$ cat src/rtl/uart_tx_fifo.sv
// uart_tx_fifo: CPU-side byte FIFO draining into an 8N1 serializer (8E1 when UART_TX_PARITY_EN is defined).
// Latency: byte pushed at edge k into an empty, idle block is popped at k+1 and its start bit drives o_uart_tx from k+2.
// Backpressure: o_ready is low while the FIFO holds 2**DEPTH_LOG2 bytes; a push offered then is dropped.
module uart_tx_fifo #(
    parameter int CLK_FREQ_HZ = 160000000,
    parameter int BAUD_RATE   = 1000000,
    parameter int DEPTH_LOG2  = 4
) (
    input  logic                  clk,
    input  logic                  reset,
    input  logic [7:0]            i_data,
    input  logic                  i_valid,
    output logic                  o_ready,
    output logic                  o_busy,
    output logic [DEPTH_LOG2:0]   o_level,
    output logic                  o_uart_tx
);

    // Clock cycles per serial bit; the baud counter only needs to hold DIV-1.
    localparam int DIV   = CLK_FREQ_HZ / BAUD_RATE;
    localparam int CNT_W = (DIV > 2) ? $clog2(DIV) : 1;
    localparam int DEPTH = 1 << DEPTH_LOG2;
    localparam int LVL_W = DEPTH_LOG2 + 1;

    localparam logic [CNT_W-1:0] DIV_M1   = CNT_W'(DIV - 1);
    localparam logic [LVL_W-1:0] FULL_LVL = LVL_W'(DEPTH);

`ifdef UART_TX_PARITY_EN
    typedef enum logic [2:0] {
        S_IDLE,
        S_START,
        S_DATA,
        S_PARITY,
        S_STOP
    } state_t;
`else
    typedef enum logic [1:0] {
        S_IDLE,
        S_START,
        S_DATA,
        S_STOP
    } state_t;
`endif

    // FIFO state
    logic [7:0]            mem_q [DEPTH];
    logic [DEPTH_LOG2-1:0] wr_ptr_q, wr_ptr_d;
    logic [DEPTH_LOG2-1:0] rd_ptr_q, rd_ptr_d;
    logic [LVL_W-1:0]      level_q, level_d;
    logic                  push;
    logic                  pop;
    logic [7:0]            head_dat;

    // Serializer state
    state_t                state_q, state_d;
    logic [CNT_W-1:0]      baud_q, baud_d;
    logic [2:0]            bit_q, bit_d;
    logic [7:0]            shift_q, shift_d;
    logic                  tx_q, tx_d;
    logic                  busy_q, busy_d;
    logic                  bit_end;
`ifdef UART_TX_PARITY_EN
    logic                  parity_q, parity_d;
`endif

    // Full is decoded from the registered level only, so a same-cycle pop never makes room for a push.
    assign o_ready  = (level_q != FULL_LVL);
    assign push     = i_valid && o_ready;
    assign head_dat = mem_q[rd_ptr_q];
    assign bit_end  = (baud_q == '0);

    // FIFO pointer and occupancy update; simultaneous push and pop leave the level unchanged.
    always_comb begin
        wr_ptr_d = wr_ptr_q;
        rd_ptr_d = rd_ptr_q;
        level_d  = level_q;
        if (push) begin
            wr_ptr_d = wr_ptr_q + DEPTH_LOG2'(1);
        end
        if (pop) begin
            rd_ptr_d = rd_ptr_q + DEPTH_LOG2'(1);
        end
        if (push && !pop) begin
            level_d = level_q + LVL_W'(1);
        end else if (!push && pop) begin
            level_d = level_q - LVL_W'(1);
        end
    end

    // Storage is not reset; the pointers alone define which entries are valid.
    always_ff @(posedge clk) begin
        if (push) begin
            mem_q[wr_ptr_q] <= i_data;
        end
    end

    // Serializer next-state logic; the line level is a registered copy of the current state's bit.
    always_comb begin
        state_d = state_q;
        baud_d  = baud_q;
        bit_d   = bit_q;
        shift_d = shift_q;
        tx_d    = 1'b1;
        pop     = 1'b0;
`ifdef UART_TX_PARITY_EN
        parity_d = parity_q;
`endif

        case (state_q)
            S_IDLE: begin
                tx_d = 1'b1;
                if (level_q != '0) begin
                    pop     = 1'b1;
                    baud_d  = DIV_M1;
                    bit_d   = 3'd0;
                    state_d = S_START;
                end
            end

            S_START: begin
                tx_d = 1'b0;
                if (bit_end) begin
                    baud_d  = DIV_M1;
                    bit_d   = 3'd0;
                    state_d = S_DATA;
                end else begin
                    baud_d = baud_q - CNT_W'(1);
                end
            end

            S_DATA: begin
                tx_d = shift_q[0];
                if (bit_end) begin
                    baud_d  = DIV_M1;
                    shift_d = {1'b0, shift_q[7:1]};
                    if (bit_q == 3'd7) begin
`ifdef UART_TX_PARITY_EN
                        state_d = S_PARITY;
`else
                        state_d = S_STOP;
`endif
                    end else begin
                        bit_d = bit_q + 3'd1;
                    end
                end else begin
                    baud_d = baud_q - CNT_W'(1);
                end
            end

`ifdef UART_TX_PARITY_EN
            S_PARITY: begin
                tx_d = parity_q;
                if (bit_end) begin
                    baud_d  = DIV_M1;
                    state_d = S_STOP;
                end else begin
                    baud_d = baud_q - CNT_W'(1);
                end
            end
`endif

            S_STOP: begin
                tx_d = 1'b1;
                if (bit_end) begin
                    // Chain straight into the next start bit when more data is waiting.
                    if (level_q != '0) begin
                        pop     = 1'b1;
                        baud_d  = DIV_M1;
                        bit_d   = 3'd0;
                        state_d = S_START;
                    end else begin
                        state_d = S_IDLE;
                    end
                end else begin
                    baud_d = baud_q - CNT_W'(1);
                end
            end

            default: begin
                state_d = S_IDLE;
            end
        endcase

        // Every pop loads the head byte into the shifter.
        if (pop) begin
            shift_d = head_dat;
`ifdef UART_TX_PARITY_EN
            parity_d = ^head_dat;
`endif
        end
    end

    // Busy tracks the line: it is registered alongside tx so it stays high through the final stop bit.
    always_comb begin
        busy_d = (level_q != '0) || (state_q != S_IDLE);
    end

    // State registers with synchronous reset; reset flushes the FIFO and idles the line.
    always_ff @(posedge clk) begin
        if (reset) begin
            wr_ptr_q <= '0;
            rd_ptr_q <= '0;
            level_q  <= '0;
            state_q  <= S_IDLE;
            baud_q   <= '0;
            bit_q    <= '0;
            shift_q  <= '0;
            tx_q     <= 1'b1;
            busy_q   <= 1'b0;
`ifdef UART_TX_PARITY_EN
            parity_q <= 1'b0;
`endif
        end else begin
            wr_ptr_q <= wr_ptr_d;
            rd_ptr_q <= rd_ptr_d;
            level_q  <= level_d;
            state_q  <= state_d;
            baud_q   <= baud_d;
            bit_q    <= bit_d;
            shift_q  <= shift_d;
            tx_q     <= tx_d;
            busy_q   <= busy_d;
`ifdef UART_TX_PARITY_EN
            parity_q <= parity_d;
`endif
        end
    end

    assign o_level   = level_q;
    assign o_busy    = busy_q;
    assign o_uart_tx = tx_q;

endmodule

$ cat config.mk
export PLATFORM = sky130hd
export DESIGN_NAME = uart_tx_fifo
export DESIGN_NICKNAME = d
export VERILOG_FILES = /design/src/rtl/uart_tx_fifo.sv
export SDC_FILE = /design/constraint.sdc
export NUM_CORES = 1
export LEC_CHECK = 0
export BUFFER_PORTS_ARGS = -buffer_cell sky130_fd_sc_hd__buf_4
export CAP_MARGIN = 20
export CORE_UTILIZATION = 50
export DETAILED_ROUTE_END_ITERATION = 7
export PLACE_DENSITY = 0.68
export SLEW_MARGIN = 20
export SYNTH_ARGS = -nofsm -noshare
export SYNTH_HDL_FRONTEND = slang
export SYNTH_SLANG_ARGS = --single-unit
export TNS_END_PERCENT = 1
$ cat constraint.sdc
create_clock -name clk -period 7.59 [get_ports clk]
set_input_delay 0.3795 -clock clk [delete_from_list [all_inputs] [get_ports clk]]
set_output_delay 0.3795 -clock clk [all_outputs]
set_load 0.01 [all_outputs]
==> impl_metrics.tcl, run 1 <==
set metrics [dict create \
    status "completed" \
    pre_cts_slack_ps 4330 \
    cts_tree "done" \
    p_total_uw 2700 \
    finClkSkew_ps 9.37 \
    hold_depth 1 \
    yosysTopAreaCellShare_pct 55.8 \
    htree_num_levels 4 \
    die_area_mm2 0.0142 \
    drt_pass1_iterations 5 \
    rsz0062_at_grt "no" \
    grt_start_max_net_pins 40 \
    initial_core_util_pct 51.6 \
    ant_nets 0 \
    core-area_mm2 0.0133 \
    row_count 42 \
    die_h_um 119 \
    drt-total-wl_um 13400 \
    fmax_ghz 0.303 \
    yosys.cell_types.count 50 \
    diodes 0 \
    final_cell_mix "128 x edfxtp_1, 39 x dfxtp_1, 38 x nor2_1" \
    grt_usage_pct 20.7 \
    postCtsResizedCells 0 \
    irDropWorstVdd_mv 0.170 \
    synth_edf_count 128 \
    fin_ws_ps 4290 \
    utilization_pct 57.9 \
    slew_headroom_pct 35.4 \
    route.detailed.drc 0 \
    synthTopCellsByArea "edfxtp_1 56%, dfxtp_1 12%, mux4_2 10%" \
    drive_above_1_share_pct 18.5 \
    layout_commonest_cell "edfxtp_1" \
    hp-class "in2reg" \
    timing.rr.start "baud_q[0]$_SDFF_PP0_" \
    drt-met1-wl_um 5910 \
    cts_setup_buffers 0 \
    area_growth_pct 12.2 \
    multi_input_area_mm2 0.00212 \
    syn_area_mm2 0.00689 \
    reg2reg_setup_slack_ps 4290 \
    hpwl_um 8720 \
    wl_per_cell_um 20.8 \
    critPathMaxFanout 16 \
    synthCells 439 \
    cp_data_arrival_time_ps 3660 \
    grt_pass1_vias 3798 \
    rr_worst_depth 14 \
    worstSetupEndpointType "flop" \
    synthArstFlopShare_pct 0 \
    setup_viol 0 \
    die_w_um 119 \
    overflow 0 \
    syn_nets 468 \
    fin_setup_tns_ps 0 \
    insertion_delay_ps 420 \
    numClockSinks 168 \
    power.leakage_uw 0.00258 \
    startpoint_type "flop" \
    reg2reg_to "o_level[4]$_SDFFE_PP0P_" \
    wl_met2_um 6670 \
    numCtsBuffers 17 \
    cp_data_required_time_ps 7940 \
    fin_crit_ps 3300 \
    viasPerCell 5.89 \
    met3_length_um 527 \
    worstMarginPinSlew_ps 965 \
    clk_pin_slew_ps 60 \
    synth.avg_cell_area_um2 15.7 \
    crit_type "reg2reg" \
    topRoutingLayerUsed "met4" \
    yosys_warnings 0 \
    pin_count 19 \
    synth_seq_cells 168 \
    power_density_mw_per_mm2 349 \
    gp_congestion 0.827 \
    hold_path_end "mem_q[5][7]$_DFFE_PP_" \
    port_buffers 18 \
    drt_iter0_markers 383 \
    finalHoldViolations 0 \
    ff_latch_area_mm2 0.00465 \
    drv_cap 0 \
    cts_buffer_depth 2 \
    vias 3814 \
    grt_pass1_wl_um 21400 \
    seq_area_frac_synth_pct 67.4 \
    fill_cells 1037 \
    maxSlewViolCount 0 \
    synth_area_leader_cell "edfxtp_1" \
    synthFlopType "edfxtp_1" \
    nets 488 \
    worstHoldStart "i_data[7]" \
    clockRootBuffer "clkbuf_16" \
    post-route-period-util_pct 43.5 \
    antenna_found_initial 0 \
    cts_hold_buf 0 \
]
[worst max path at each step]
stage / cells after the start / startpoint / end / slack [ps]
2_1_floorplan: 13 / o_level[0]$_SDFFE_PP0P_ / o_level[4]$_SDFFE_PP0P_ / 4550
3_3_place_gp: 12 / o_level[0]$_SDFFE_PP0P_ / o_level[4]$_SDFFE_PP0P_ / 4380
3_5_place_dp: 12 / o_level[0]$_SDFFE_PP0P_ / o_level[4]$_SDFFE_PP0P_ / 4330
4_1_cts: 14 / baud_q[0]$_SDFF_PP0_ / o_level[4]$_SDFFE_PP0P_ / 4300
5_1_grt: 14 / baud_q[0]$_SDFF_PP0_ / o_level[4]$_SDFFE_PP0P_ / 3940
6_report: 14 / baud_q[0]$_SDFF_PP0_ / o_level[4]$_SDFFE_PP0P_ / 4290
[critical path: stages, from the launching register on]
cell	delay, ps
dfxtp_1	340
inv_1	70
ha_1	220
nor4b_4	290
a31oi_1	180
nor3_4	360
inv_2	210
ha_1	260
inv_1	140
ha_1	290
a21o_1	170
a21oi_1	160
xnor2_1	90
or3_1	300
a21oi_1	140
[registers in the layout, summed over array words and instances, names as in the netlist, named ones only]
signal,flops
mem_q,128
baud_q,8
shift_q,8
o_level,5
rd_ptr_q,4
wr_ptr_q,4
bit_q,3
state_q,2
o_busy,1
o_uart_tx,1
[cells in the mapped netlist, types with 5 or more instances]
library cell and number:
dfxtp_1 40, a221oi_1 10, ha_1 17, inv_1 11, nor2_1 38, clkbuf_1 15
a21o_1 5, and3_1 5, a22oi_1 10, a21oi_1 19, nand2_1 19, mux4_2 32
xnor2_1 6, mux2i_1 10, nor3_1 8, o21ai_0 7, edfxtp_1 128, nand3_1 5
[layout make-up]
class,count,area share (%)
Sequential cell,168,60.1
Clock buffer,17,5.50
Timing Repair Buffer,22,2.14
Clock inverter,14,1.42
Multi-Input combinational cell,238,27.4
Inverter,12,0.583
Tap cell,176,2.85
[metrics by stage]
stage          instance area [µm²]  std cells  hold WS [ps]
3_3_place_gp                  7190        616           456
3_5_place_dp                  7200        616           463
4_1_cts                       7730        647           259
2_1_floorplan                 6890        439           444
5_1_grt                       7730        647           272
6_report                      7730        647           274
[kinds of logic after synthesis]
| group | synth area share, % |
|---|---|
| adder cells (fa/ha/maj) | 3.38 |
| AO/OA/AOI/OAI | 7.28 |
| buffers and inverters | 1.91 |
| XOR/XNOR | 1.14 |
| AND/OR/NAND/NOR | 6.94 |
| flip-flops | 67.4 |
| multiplexers | 11.9 |
[power by group]
part           total, µW  internal, µW  switching [µW]
clock network        790           444             346
registers           1160          1070            93.6
logic                744           334             410
total               2700          1850             849
[per-layer routing]
layer / up-vias / track usage, %
li1: 1762 / -
met1: 1932 / 27.2
met2: 93 / 33.4
met3: 27 / 4.98
met4: 0 / 8.52
met5: - / 0
Note: power is estimated with default switching activity, not from simulation.
==> run 2, diff against run 1 <==
Settings changed: PLACE_DENSITY 0.68 to 0.71.
Clock period 7.59 ns to 2.85 ns, I/O delays scaled along.
==> run 2 against run 1 <==
Clock power rose to 2.9 times the previous value; via count is 1.8% higher; register-to-register slack lost 4100 ps; die area is the same; power rose to 2.8 times the previous value; largest cell class unchanged; largest power group unchanged.
==> impl_metrics.tcl, run 2 (synthesis gave the netlist of run 1 again) <==
set metrics [dict create \
    pin_count 19 \
    rr_worst_depth 14 \
    cp_data_required_time_ps 3210 \
    port_buffers 18 \
    power.leakage_uw 0.00273 \
    crit_type "reg2reg" \
    largest_reg_flops 128 \
    critPathMaxFanout 5 \
    drv_cap 0 \
    ant_nets 0 \
    die_area_mm2 0.0142 \
    maxSlewViolCount 0 \
    fin_crit_ps 2670 \
    fmax_ghz 0.375 \
    core-area_mm2 0.0133 \
    worstHoldStart "i_data[7]" \
    irDropWorstVdd_mv 0.737 \
    initial_core_util_pct 51.6 \
    clockRootBuffer "clkbuf_16" \
    post-route-period-util_pct 93.6 \
    area_growth_pct 16.3 \
    viasPerCell 5.80 \
    fin_ws_ps 182 \
    startpoint_type "flop" \
    fin_setup_tns_ps 0 \
    die_w_um 119 \
    numClockSinks 168 \
    drive_above_1_share_pct 24.7 \
    htree_num_levels 4 \
    worst_hold_slack_ps 35.5 \
    rsz0062_at_grt "no" \
    slew_headroom_pct 52.7 \
    hp-class "in2reg" \
    gp_congestion 0.803 \
    layoutNonFillerInstCount 669 \
    diodes 0 \
    insertion_delay_ps 420 \
    drt_iter0_markers 310 \
    worstSetupEndpointType "flop" \
    clk_pin_slew_ps 60 \
    cts_tree "done" \
    hpwl_um 8590 \
    status "completed" \
    timing.rr.start "baud_q[0]$_SDFF_PP0_" \
    ff_latch_area_mm2 0.00465 \
    reg2reg_to "o_level[4]$_SDFFE_PP0P_" \
    reg2reg_setup_slack_ps 180 \
    grt_usage_pct 20.6 \
    power_density_mw_per_mm2 948 \
    fill_cells 1010 \
    p_total_uw 7600 \
    antenna_found_initial 0 \
    route.detailed.drc 0 \
    numCtsBuffers 17 \
    wl_per_cell_um 19.7 \
    cts_buffer_depth 2 \
    drt-total-wl_um 13200 \
    nets 509 \
    hold_depth 1 \
    hold_path_end "mem_q[10][7]$_DFFE_PP_" \
    grt_pass1_vias 3875 \
    dp.cells 636 \
    row_count 42 \
    setup_viol 0 \
    grt_start_max_net_pins 40 \
    die_h_um 119 \
    overflow 0 \
    top_register "mem_q" \
    multi_input_area_mm2 0.00217 \
    vias 3883 \
    layout_commonest_cell "edfxtp_1" \
    grt_pass1_wl_um 21300 \
    pre_cts_slack_ps 122 \
    top_regs "mem_q (128), baud_q (8), shift_q (8)" \
    finalHoldViolations 0 \
    drt_pass1_iterations 5 \
    final_cell_mix "128 x edfxtp_1, 42 x buf_4, 38 x nor2_1" \
    cp_data_arrival_time_ps 3020 \
    worstMarginPinSlew_ps 708 \
    finClkSkew_ps 5.91 \
]
run 2: cell types whose count changed in the layout (fill, tap and decap cells not counted), sizes merged:
cell and change:
buf +21, inv +6, clkinv -3, clkinvlp -3, bufinv +1
run 2: worst max-delay path, cell delays in order (launching register included):
cell and delay, ps:
dfxtp_2 370, inv_1 80, ha_4 170, nor4b_4 140
a31oi_2 250, nor3_4 70, inv_2 60, ha_2 200
inv_4 60, fa_2 350, a21o_1 200, a21oi_2 140
xnor2_1 80, or3_1 300, a21oi_1 140
run 2: cell type report:
| cell class | instances | share of cell area, % |
|---|---|---|
| Sequential cell | 168 | 58.0 |
| Multi-Input combinational cell | 238 | 27.1 |
| Clock buffer | 17 | 5.31 |
| Timing Repair Buffer | 43 | 4.19 |
| Tap cell | 176 | 2.75 |
| Clock inverter | 15 | 2.06 |
| Inverter | 12 | 0.594 |
run 2: stage by stage:
step	utilization (%)	area [µm²]
finish	60.0	8010
global route	60.0	8010
CTS	59.7	7970
detailed placement	55.3	7380
global placement	55.3	7380
floorplan	-	6920
run 2: metal layers:
metal	part of all wire (%)	wire length (µm)	GRT usage [%]	vias to the layer above
met5	0	0	0	-
met4	0.93	123	5.00	0
met3	4.6	609	5.46	10
met2	51	6770	34.3	105
met1	43	5710	27.1	1964
li1	-	-	-	1804
run 2: worst max-delay path by stage:
stage / from / end / slack [ps] / cells after the start
6_report: baud_q[0]$_SDFF_PP0_ / o_level[4]$_SDFFE_PP0P_ / 180 / 14
5_1_grt: baud_q[0]$_SDFF_PP0_ / o_level[4]$_SDFFE_PP0P_ / 6 / 14
4_1_cts: baud_q[0]$_SDFF_PP0_ / o_level[4]$_SDFFE_PP0P_ / 90 / 14
3_5_place_dp: baud_q[0]$_SDFF_PP0_ / o_level[4]$_SDFFE_PP0P_ / 120 / 14
3_3_place_gp: baud_q[0]$_SDFF_PP0_ / o_level[4]$_SDFFE_PP0P_ / 200 / 14
2_1_floorplan: baud_q[0]$_SDFF_PP0_ / o_level[4]$_SDFFE_PP0P_ / 10 / 15
run 2: timing repair:
action | in CTS | in global routing
gates resized for setup | 0 | 6
hold buffers | 0 | 0
setup buffers | 0 | 1
endpoints found under the setup margin | 0 | 1
run 2: power by group:
part           internal [µW]  switching [µW]  total (µW)
clock network           1310             963        2270
registers               2850             218        3060
logic                   1050            1210        2260
total                   5210            2390        7600
==> run 3, diff against run 2 <==
Settings changed: ABC_AREA set to 1.
==> run 3 against run 2 <==
Utilization shrank 1.6 points; hold slack gained 5.6 ps; area after synthesis grew 5.9%; critical endpoint unchanged; largest power group unchanged; critical path depth shrank 1.
==> impl_metrics.tcl, run 3 <==
set metrics [dict create \
    status "completed" \
    synth_edf_count 128 \
    numClockSinks 168 \
    initial_core_util_pct 51.9 \
    synth.avg_cell_area_um2 10.2 \
    diodes 0 \
    multi_input_area_mm2 0.00231 \
    fin_setup_tns_ps 0 \
    fmax_ghz 0.403 \
    htree_num_levels 4 \
    crit_type "reg2reg" \
    synth_most_common_cell "nor2_1" \
    slew_headroom_pct 48.0 \
    synth_seq_cells 168 \
    grt_usage_pct 23.5 \
    drv_cap 0 \
    largest_reg_flops 128 \
    clockRootBuffer "clkbuf_16" \
    clk_pin_slew_ps 70 \
    vias 5207 \
    place_area_mm2 0.00766 \
    synthTopCellsByArea "edfxtp_1 53%, dfxtp_1 11%, nor2_1 7.7%" \
    ff_latch_area_mm2 0.00465 \
    cts_buffer_depth 2 \
    fin_crit_ps 2480 \
    drt_pass1_iterations 5 \
    cp_data_required_time_ps 3150 \
    yosys.cell_types.count 33 \
    insertion_delay_ps 430 \
    fin_area_mm2 0.00821 \
    synthArstFlopShare_pct 0 \
    hpwl_um 10400 \
    critPathMaxFanout 6 \
    die_w_um 123 \
    worstSetupEndpointType "flop" \
    synth_area_leader_cell "edfxtp_1" \
    top_regs "mem_q (128), baud_q (8), shift_q (8)" \
    cts_tree "done" \
    worstMarginPinSlew_ps 779 \
    drt_iter0_markers 505 \
    synthFlopType "edfxtp_1" \
    startpoint_type "flop" \
    viasPerCell 5.59 \
    die_h_um 123 \
    maxSlewViolCount 0 \
    syn_nets 741 \
    synthCells 712 \
    fill_cells 1169 \
    drt-total-wl_um 16300 \
    row_count 43 \
    antenna_found_initial 0 \
    hp-class "in2reg" \
    grt_start_max_net_pins 35 \
    seq_area_frac_synth_pct 63.7 \
    overflow 0 \
    yosys_warnings 0 \
    port_buffers 18 \
    finClkSkew_ps 15.9 \
    pin_count 19 \
    grt_pass1_vias 5002 \
    route.detailed.drc 0 \
    ant_nets 0 \
    area_growth_pct 12.5 \
    worst_hold_slack_ps 41.1 \
    post-route-period-util_pct 87.0 \
    rsz0062_at_grt "no" \
    power.leakage_uw 0.00309 \
    final_cell_mix "149 x nor2_1, 128 x edfxtp_1, 94 x nand2_1" \
    power_density_mw_per_mm2 953 \
    irDropWorstVdd_mv 0.674 \
    yosysTopAreaCellShare_pct 52.7 \
    synthTopCellsByCount "149 x nor2_1, 128 x edfxtp_1, 94 x nand2_1, 68 x o21ai_0, 43 x nand3_1" \
    gp_congestion 0.876 \
    layout_commonest_cell "nor2_1" \
    numCtsBuffers 17 \
    nets 768 \
    cts_setup_buffers 0 \
    wl_per_cell_um 17.6 \
    finalHoldViolations 0 \
    setup_viol 0 \
    core-area_mm2 0.0140 \
    cp_data_arrival_time_ps 2780 \
    die_area_mm2 0.0151 \
    grt_pass1_wl_um 25700 \
    drive_above_1_share_pct 11.5 \
    syn_area_mm2 0.00729 \
    top_register "mem_q" \
]
==> run 3: cell count changes in the layout (fill, tap and decap cells not counted), moves of 19 or more <==
cell	change
nor2_1	+111
nand2_1	+75
o21ai_0	+60
nand3_1	+38
mux4_2	-32
inv_1	+31
o211ai_1	+19
==> run 3: power by group <==
part,total [µW],switching (µW),leakage [µW],internal (µW)
Clock,2180,959,0.000266,1220
Combinational,2590,1710,0.00134,876
Sequential,3050,189,0.00149,2860
Total,7820,2860,0.00309,4960
==> run 3: critical path: stages, from the launching register on <==
cell and delay, ps:
dfxtp_1 390, inv_1 120, ha_1 380, inv_1 150, nand2_4 70, ha_1 180, inv_2 110, ha_1 280
a21oi_1 140, nand2_1 80, a21oi_1 110, o21ai_0 120, o21ai_1 150, a21oi_1 70
==> run 3: logic make-up after synthesis <==
group                      synth area share (%)
AOI/OAI and AO/OA                          10.3
xor gates and xnor gates                  0.841
adders and majority gates                  3.19
buffers and inverters                      4.63
DFF                                        63.7
and+or+nand+nor                            17.4
==> run 3: path summary, 6_finish.rpt <==
path / slack [ps] / endpoint / cells after the start / start
max: 370 / o_level[4]$_SDFFE_PP0P_ / 13 / state_q[0]$_SDFFE_PP0P_
min: 40 / mem_q[13][5]$_DFFE_PP_ / 1 / i_data[5]
max reg2reg: 370 / o_level[4]$_SDFFE_PP0P_ / 13 / state_q[0]$_SDFFE_PP0P_
min reg2reg: 490 / shift_q[7]$_SDFFE_PP0P_ / 2 / shift_q[7]$_SDFFE_PP0P_
==> run 3: final cells by class <==
class	instances	area share, %
flip-flops and latches	168	56.6
inverters	44	2.03
multi-input cells	467	28.2
repair buffers	41	3.75
clock buffers	20	5.32
clock inverters	11	1.39
well taps	180	2.74
==> run 3: what timing repair did <==
item	CTS	global route
setup endpoints to repair	0	1
hold buffers	0	0
resized for setup	0	2
==> run 3: through the flow <==
stage	setup WS [ps]	util, %	power, µW	cells
CTS	293	58.4	7840	931
global placement	450	54.5	5540	900
global route	84.3	58.4	8290	931
floorplan	401	-	4950	712
detailed placement	343	54.5	5660	900
finish	370	58.4	7820	931
==> run 3: layer usage <==
layer	share of wire (%)	global-route usage, %
met4	2.3	10.1
met2	49	38.2
met3	6.1	5.25
met1	43	30.1
met5	0	0
